$ cat config.mk
export PLATFORM = sky130hd
export DESIGN_NAME = hazard_ctrl
export DESIGN_NICKNAME = d
export VERILOG_FILES = /design/src/rtl/mips_pkg.sv /design/src/rtl/md_timer.sv /design/src/rtl/hazard_ctrl.sv
export SDC_FILE = /design/constraint.sdc
export NUM_CORES = 1
export LEC_CHECK = 0
export BUFFER_PORTS_ARGS = -buffer_cell sky130_fd_sc_hd__buf_4
export CELL_PAD_IN_SITES_DETAIL_PLACEMENT = 1
export CELL_PAD_IN_SITES_GLOBAL_PLACEMENT = 1
export CORE_ASPECT_RATIO = 0.9
export CORE_MARGIN = 3
export CORE_UTILIZATION = 35
export DETAILED_ROUTE_END_ITERATION = 7
export GPL_TIMING_DRIVEN = 0
export PLACE_DENSITY_LB_ADDON = 0.1
export SYNTH_ARGS = -nofsm -noshare
export SYNTH_HDL_FRONTEND = slang
export SYNTH_HIERARCHICAL = 1
export SYNTH_SLANG_ARGS = --single-unit
export TNS_END_PERCENT = 100
$ cat constraint.sdc
create_clock -name clk_i -period 4.2 [get_ports clk_i]
set_clock_uncertainty 0.15 [all_clocks]
set_input_delay 0.21 -clock clk_i [delete_from_list [all_inputs] [get_ports clk_i]]
set_output_delay 0.21 -clock clk_i [all_outputs]
set_load 0.02 [all_outputs]
$ cat src/rtl/mips_pkg.sv
// mips_pkg: shared types and constants for the MIPS fetch/hazard logic.
//   pc_t        - 16-bit word address
//   reg_idx_t   - 5-bit register index
//   hz_state_e  - hazard controller state (RUN / FLUSH)
//   NO_LOAD     - PC load value meaning "do not load"
package mips_pkg;

  typedef logic [15:0] pc_t;
  typedef logic [4:0]  reg_idx_t;

  typedef enum logic {RUN = 1'b0, FLUSH = 1'b1} hz_state_e;

  localparam pc_t NO_LOAD = 16'd0;

  // A load in EX whose destination feeds the instruction in ID.
  // r0 is never a real dependency.
  function automatic logic load_use_hit(
    input logic     memread,
    input reg_idx_t ex_rt,
    input logic     id_valid,
    input reg_idx_t id_rs,
    input reg_idx_t id_rt,
    input logic     uses_rt
  );
    return memread && (ex_rt != '0) && id_valid &&
           ((ex_rt == id_rs) || (uses_rt && (ex_rt == id_rt)));
  endfunction

endpackage

$ cat src/rtl/md_timer.sv
// md_timer: loadable down-counter tracking multiply/divide unit occupancy.
//   clk_i   in  clock
//   rst     in  synchronous active-high reset (count -> 0)
//   load_i  in  (re)load the counter with LAT; wins over the decrement
//   busy_o  out count != 0
module md_timer #(
  parameter int W   = 4,
  parameter int LAT = 4
) (
  input  logic clk_i,
  input  logic rst,
  input  logic load_i,
  output logic busy_o
);

  logic [W-1:0] count;

  always_ff @(posedge clk_i) begin
    if (rst)                count <= '0;
    else if (load_i)        count <= W'(LAT);
    else if (count != '0)   count <= count - 1'b1;
  end

  assign busy_o = (count != '0);

endmodule

$ cat src/rtl/hazard_ctrl.sv
// hazard_ctrl: fetch-sequencing and hazard controller.
// Each cycle picks one of: load a branch target, hold the PC, or advance.
// Outputs are combinational from current inputs and registered state.
//   clk_i, rst                  clock, synchronous active-high reset
//   id_*                        ID-stage operand info
//   ex_memread_i, ex_rt_i       EX load and its destination
//   md_start_i                  EX launches mult/div
//   br_taken_i, br_target_i     EX resolved taken branch and target
//   cnt_o                       PC load value (0 = no load)
//   haz_o                       1 = advance PC, 0 = hold
//   flush_o, bubble_o           squash IF/ID, insert NOP into ID/EX
//   stall_cnt_o                 saturating stall-cycle count
//   err_o                       sticky: taken branch to address 0 seen
import mips_pkg::*;

module hazard_ctrl #(
  parameter int FLUSH_CYC = 1,
  parameter int MD_LAT    = 4
) (
  input  logic        clk_i,
  input  logic        rst,
  input  logic        id_valid_i,
  input  logic [4:0]  id_rs_i,
  input  logic [4:0]  id_rt_i,
  input  logic        id_uses_rt_i,
  input  logic        id_hilo_i,
  input  logic        ex_memread_i,
  input  logic [4:0]  ex_rt_i,
  input  logic        md_start_i,
  input  logic        br_taken_i,
  input  logic [15:0] br_target_i,
  output logic [15:0] cnt_o,
  output logic        haz_o,
  output logic        flush_o,
  output logic        bubble_o,
  output logic [15:0] stall_cnt_o,
  output logic        err_o
);

  // The branch cycle itself is the first flush cycle, so FLUSH covers
  // the remaining FLUSH_CYC-1 cycles.
  localparam logic [2:0] FLUSH_INIT = 3'(FLUSH_CYC - 1);

  hz_state_e  state_q, state_d;
  logic [2:0] fcnt_q, fcnt_d;
  logic       md_busy;
  logic       stall_inc;
  logic       err_set;

  md_timer #(.W(4), .LAT(MD_LAT)) u_md_timer (
    .clk_i  (clk_i),
    .rst    (rst),
    .load_i (md_start_i),
    .busy_o (md_busy)
  );

  always_comb begin
    cnt_o     = NO_LOAD;
    haz_o     = 1'b1;
    flush_o   = 1'b0;
    bubble_o  = 1'b0;
    state_d   = state_q;
    fcnt_d    = fcnt_q;
    stall_inc = 1'b0;
    err_set   = 1'b0;
    if (rst) begin
      haz_o   = 1'b0;
      state_d = RUN;
      fcnt_d  = '0;
    end else if (br_taken_i) begin
      // A target of 0 aliases "no load"; it still drives 0 but is flagged.
      cnt_o    = br_target_i;
      haz_o    = 1'b0;
      flush_o  = 1'b1;
      bubble_o = 1'b1;
      err_set  = (br_target_i == NO_LOAD);
      if (FLUSH_INIT != '0) begin
        state_d = FLUSH;
        fcnt_d  = FLUSH_INIT;
      end else begin
        state_d = RUN;
        fcnt_d  = '0;
      end
    end else if (state_q == FLUSH) begin
      // ID content is being squashed, so no hazard checks here.
      flush_o = 1'b1;
      if (fcnt_q <= 3'd1) begin
        state_d = RUN;
        fcnt_d  = '0;
      end else begin
        fcnt_d  = fcnt_q - 3'd1;
      end
    end else if (md_busy && id_valid_i && id_hilo_i) begin
      haz_o     = 1'b0;
      bubble_o  = 1'b1;
      stall_inc = 1'b1;
    end else if (load_use_hit(ex_memread_i, ex_rt_i, id_valid_i,
                              id_rs_i, id_rt_i, id_uses_rt_i)) begin
      haz_o     = 1'b0;
      bubble_o  = 1'b1;
      stall_inc = 1'b1;
    end
  end

  always_ff @(posedge clk_i) begin
    if (rst) begin
      state_q     <= RUN;
      fcnt_q      <= '0;
      stall_cnt_o <= '0;
      err_o       <= 1'b0;
    end else begin
      state_q <= state_d;
      fcnt_q  <= fcnt_d;
      if (stall_inc && (stall_cnt_o != 16'hFFFF))
        stall_cnt_o <= stall_cnt_o + 16'd1;
      if (err_set)
        err_o <= 1'b1;
    end
  end

endmodule

==> flow_summary.yaml <==
min_path:
  hold_path_class: "primary input to flop"
  min_delay_path_depth: 2
  min_from: "rst"
  min_to: "u_md_timer/count[2]"
setup_path:
  rrSetupSlack_ns: 1.80
  critPathMaxFanout: 10
  reg2reg_to: "stall_cnt_o[12]"
  cp-start-kind: "flop"
  r2r_start: "u_md_timer/count[0]"
  reg2regPathDepth: 7
  end_kind: "output pin"
  worstPathArrival_ns: 2.60
  cp-startpoint: "u_md_timer/count[0]"
  required_ns: 3.84
  crit_type: "flop to output pin"
sta:
  fin_crit_sh: 0.704
  tns_ns: 0
  finalHoldViolCount: 0
  whs_ns: 0.0126
  rsz0062_at_grt: "no"
  slew_headroom: 0.666
  period_needed_ns: 2.96
  worst_pin_slew_ns: 0.500
  slew_viol_final: 0
  setup_violations: 0
  max_freq_mhz: 338
clocking:
  cts.repair.resized: 0
  cts.sinks: 25
  cts_made_buffers: 3
  cts.clk_slew.worst_paths_ns: 0.09
  insertion_delay_ns: 0.27
  h-tree-depth: 1
  cts-root-buf: "clkbuf_8"
  cts_buffer_depth: 2
  cts_tree: "yes"
job:
  drv_cap: 0
global_routing:
  first_global_vias: 1793
  grt_usage: 0.180
  grt_first_pass_wirelength_um: 8180
  grt_overflow_total: 0
  grt_max_degree: 15
  grt_antenna_before_repair: 0
placed_design:
  hpwl_um: 3990
  port_buffers: 73
  dp_cells: 328
  place_congestion: 0.772
layout:
  finalNetCount: 317
  instances_no_fill: 333
  drive_above_1_share: 0.330
  diodes: 0
  area_growth_pct: 42.0
run_status:
  status: "finished, final reports clean"
drt:
  drt_iter0_markers: 38
  ant_nets: 0
  via_count: 1746
  wl_um: 4940
  route.detailed.drc: 0
  drt-pass1-iter-count: 4
  post_drt_wl_per_cell_um: 14.8
  vias_per_cell: 5.24
pwr:
  peakVddDrop_mv: 0.131
  p_leak_nw: 0.916
  power.density_mw_per_mm2: 222
logic_synthesis:
  synth_cell_types: 48
  syn_area_mm2: 0.00162
  syn_area_per_cell_um2: 8.29
  ys_ff_latch: 25
  synth_top_cell_area_share: 0.310
  synthCells: 195
  synthTopCellsByArea: "dfxtp_1 (31%), and2_1 (6.2%), xor2_1 (4.9%)"
  netlist.top_cell.by_area: "dfxtp_1"
  synth_edf_count: 0
  syn_nets: 238
  yosys_warnings: 6
  synth-async-reset-ratio: 0
  ys_seq_area_frac: 0.310
  ys.flop_type: "dfxtp_1"
die:
  core_mm2: 0.00427
  dieWidth_um: 77.6
  die-area_mm2: 0.00547
  io_pins: 75
  start_util: 0.379
  die_height_um: 70.5
  rows: 22
==> repair_timing <==
item	CTS	global route
buffers inserted	0	0
hold buffers	1	0
endpoints found under the hold margin	1	0
==> cells by family (layout without fill, tap and decap cells) <==
family,count (synthesis),after routing,share of synthesized area
buffers and inverters,16,94,0.0433
xor gates and xnor gates,10,10,0.0542
adders and majority gates,4,4,0.0310
and+or+nand+nor,93,93,0.352
DFF,25,25,0.310
muxes,4,4,0.0279
AOI/OAI and AO/OA,43,43,0.182
==> worst max-delay path by stage <==
stage,end,slack (ns),cells past startpoint
5_1_grt,bubble_o,1.06,8
3_5_place_dp,bubble_o,1.41,8
6_report,bubble_o,1.24,8
4_1_cts,bubble_o,1.20,8
3_3_place_gp,bubble_o,1.36,8
2_1_floorplan,haz_o,1.81,7
==> metrics by stage <==
stage               utilization  instance area [um^2]  power, mW  setup WS, ns
detailed placement        0.525                  2240      0.372          1.41
global route              0.538                  2300      0.539          1.06
global placement          0.525                  2240      0.370          1.36
floorplan                     -                  1620      0.312          1.81
CTS                       0.538                  2300      0.519          1.20
finish                    0.538                  2300      0.510          1.24
==> cells in the mapped netlist, drive strengths merged, types with 3 or more instances <==
| cell | instances |
|---|---|
| dfxtp | 25 |
| and2 | 16 |
| a21oi | 15 |
| nor3 | 10 |
| o21ai | 10 |
| nand2 | 9 |
| nor2 | 9 |
| xor2 | 9 |
| inv | 8 |
| nor4 | 7 |
| or3 | 7 |
| nand3 | 6 |
| clkbuf | 5 |
| nand4 | 5 |
| ha | 4 |
| mux2 | 4 |
| nand3b | 4 |
| nor3b | 4 |
| or4 | 4 |
| buf | 3 |
| o31ai | 3 |
==> power breakdown <==
group / switching [mW] / internal [mW] / total, mW
Clock: 0.0768 / 0.0663 / 0.143
Combinational: 0.0622 / 0.0606 / 0.123
Sequential: 0.00349 / 0.240 / 0.244
==> critical path, cell delays in order (launching register included) <==
cell and delay, ns:
dfxtp_1 0.35, inv_1 0.06, ha_1 0.21, or3b_4 0.44, a2bb2oi_2 0.36, clkbuf_1 0.41, nor3b_1 0.13, o21ba_2 0.22
buf_4 0.15
==> registers in the layout, indices dropped and copies added, names as in the netlist <==
signal and cells:
fcnt_q 3, err_o 1, state_q 1, u_md_timer/count 4, stall_cnt_o 16
==> final cells by class <==
| class | instances | area (um^2) |
|---|---|---|
| Fill cell | 545 | 1970 |
| Multi-Input combinational cell | 154 | 1050 |
| Timing Repair Buffer | 74 | 558 |
| Sequential cell | 25 | 500 |
| Tap cell | 60 | 75.1 |
| Clock buffer | 3 | 41.3 |
| Buffer | 8 | 40.0 |
| Inverter | 8 | 30.0 |
| Clock inverter | 1 | 5.00 |
==> layer usage <==
layer	vias to the layer above	wire length, um	share of wire	global-route usage
li1	878	-	-	-
met1	813	2200	0.45	0.220
met2	53	2380	0.48	0.319
met3	2	344	0.070	0.0593
met4	0	8	0.0016	0.00593
met5	-	0	0	0
==> layout by cell type, fill, tap and decap left out, types with 2 or more instances in the layout <==
cell       n
a21oi_1   15
a31oi_1    2
and2_1    16
and4_1     2
buf_2      2
buf_4     73
clkbuf_1   5
clkbuf_8   3
dfxtp_1   25
ha_1       4
inv_1      8
mux2_2     3
nand2_1    9
nand3_1    6
nand3b_1   4
nand4_1    5
nor2_1     9
nor2b_1    2
nor3_1    10
nor3b_1    4
nor4_1     7
o21ai_0    9
o31ai_1    3
o41ai_1    2
or3_1      7
or4_1      4
xor2_1     9
(Power assumes the default switching activity.)
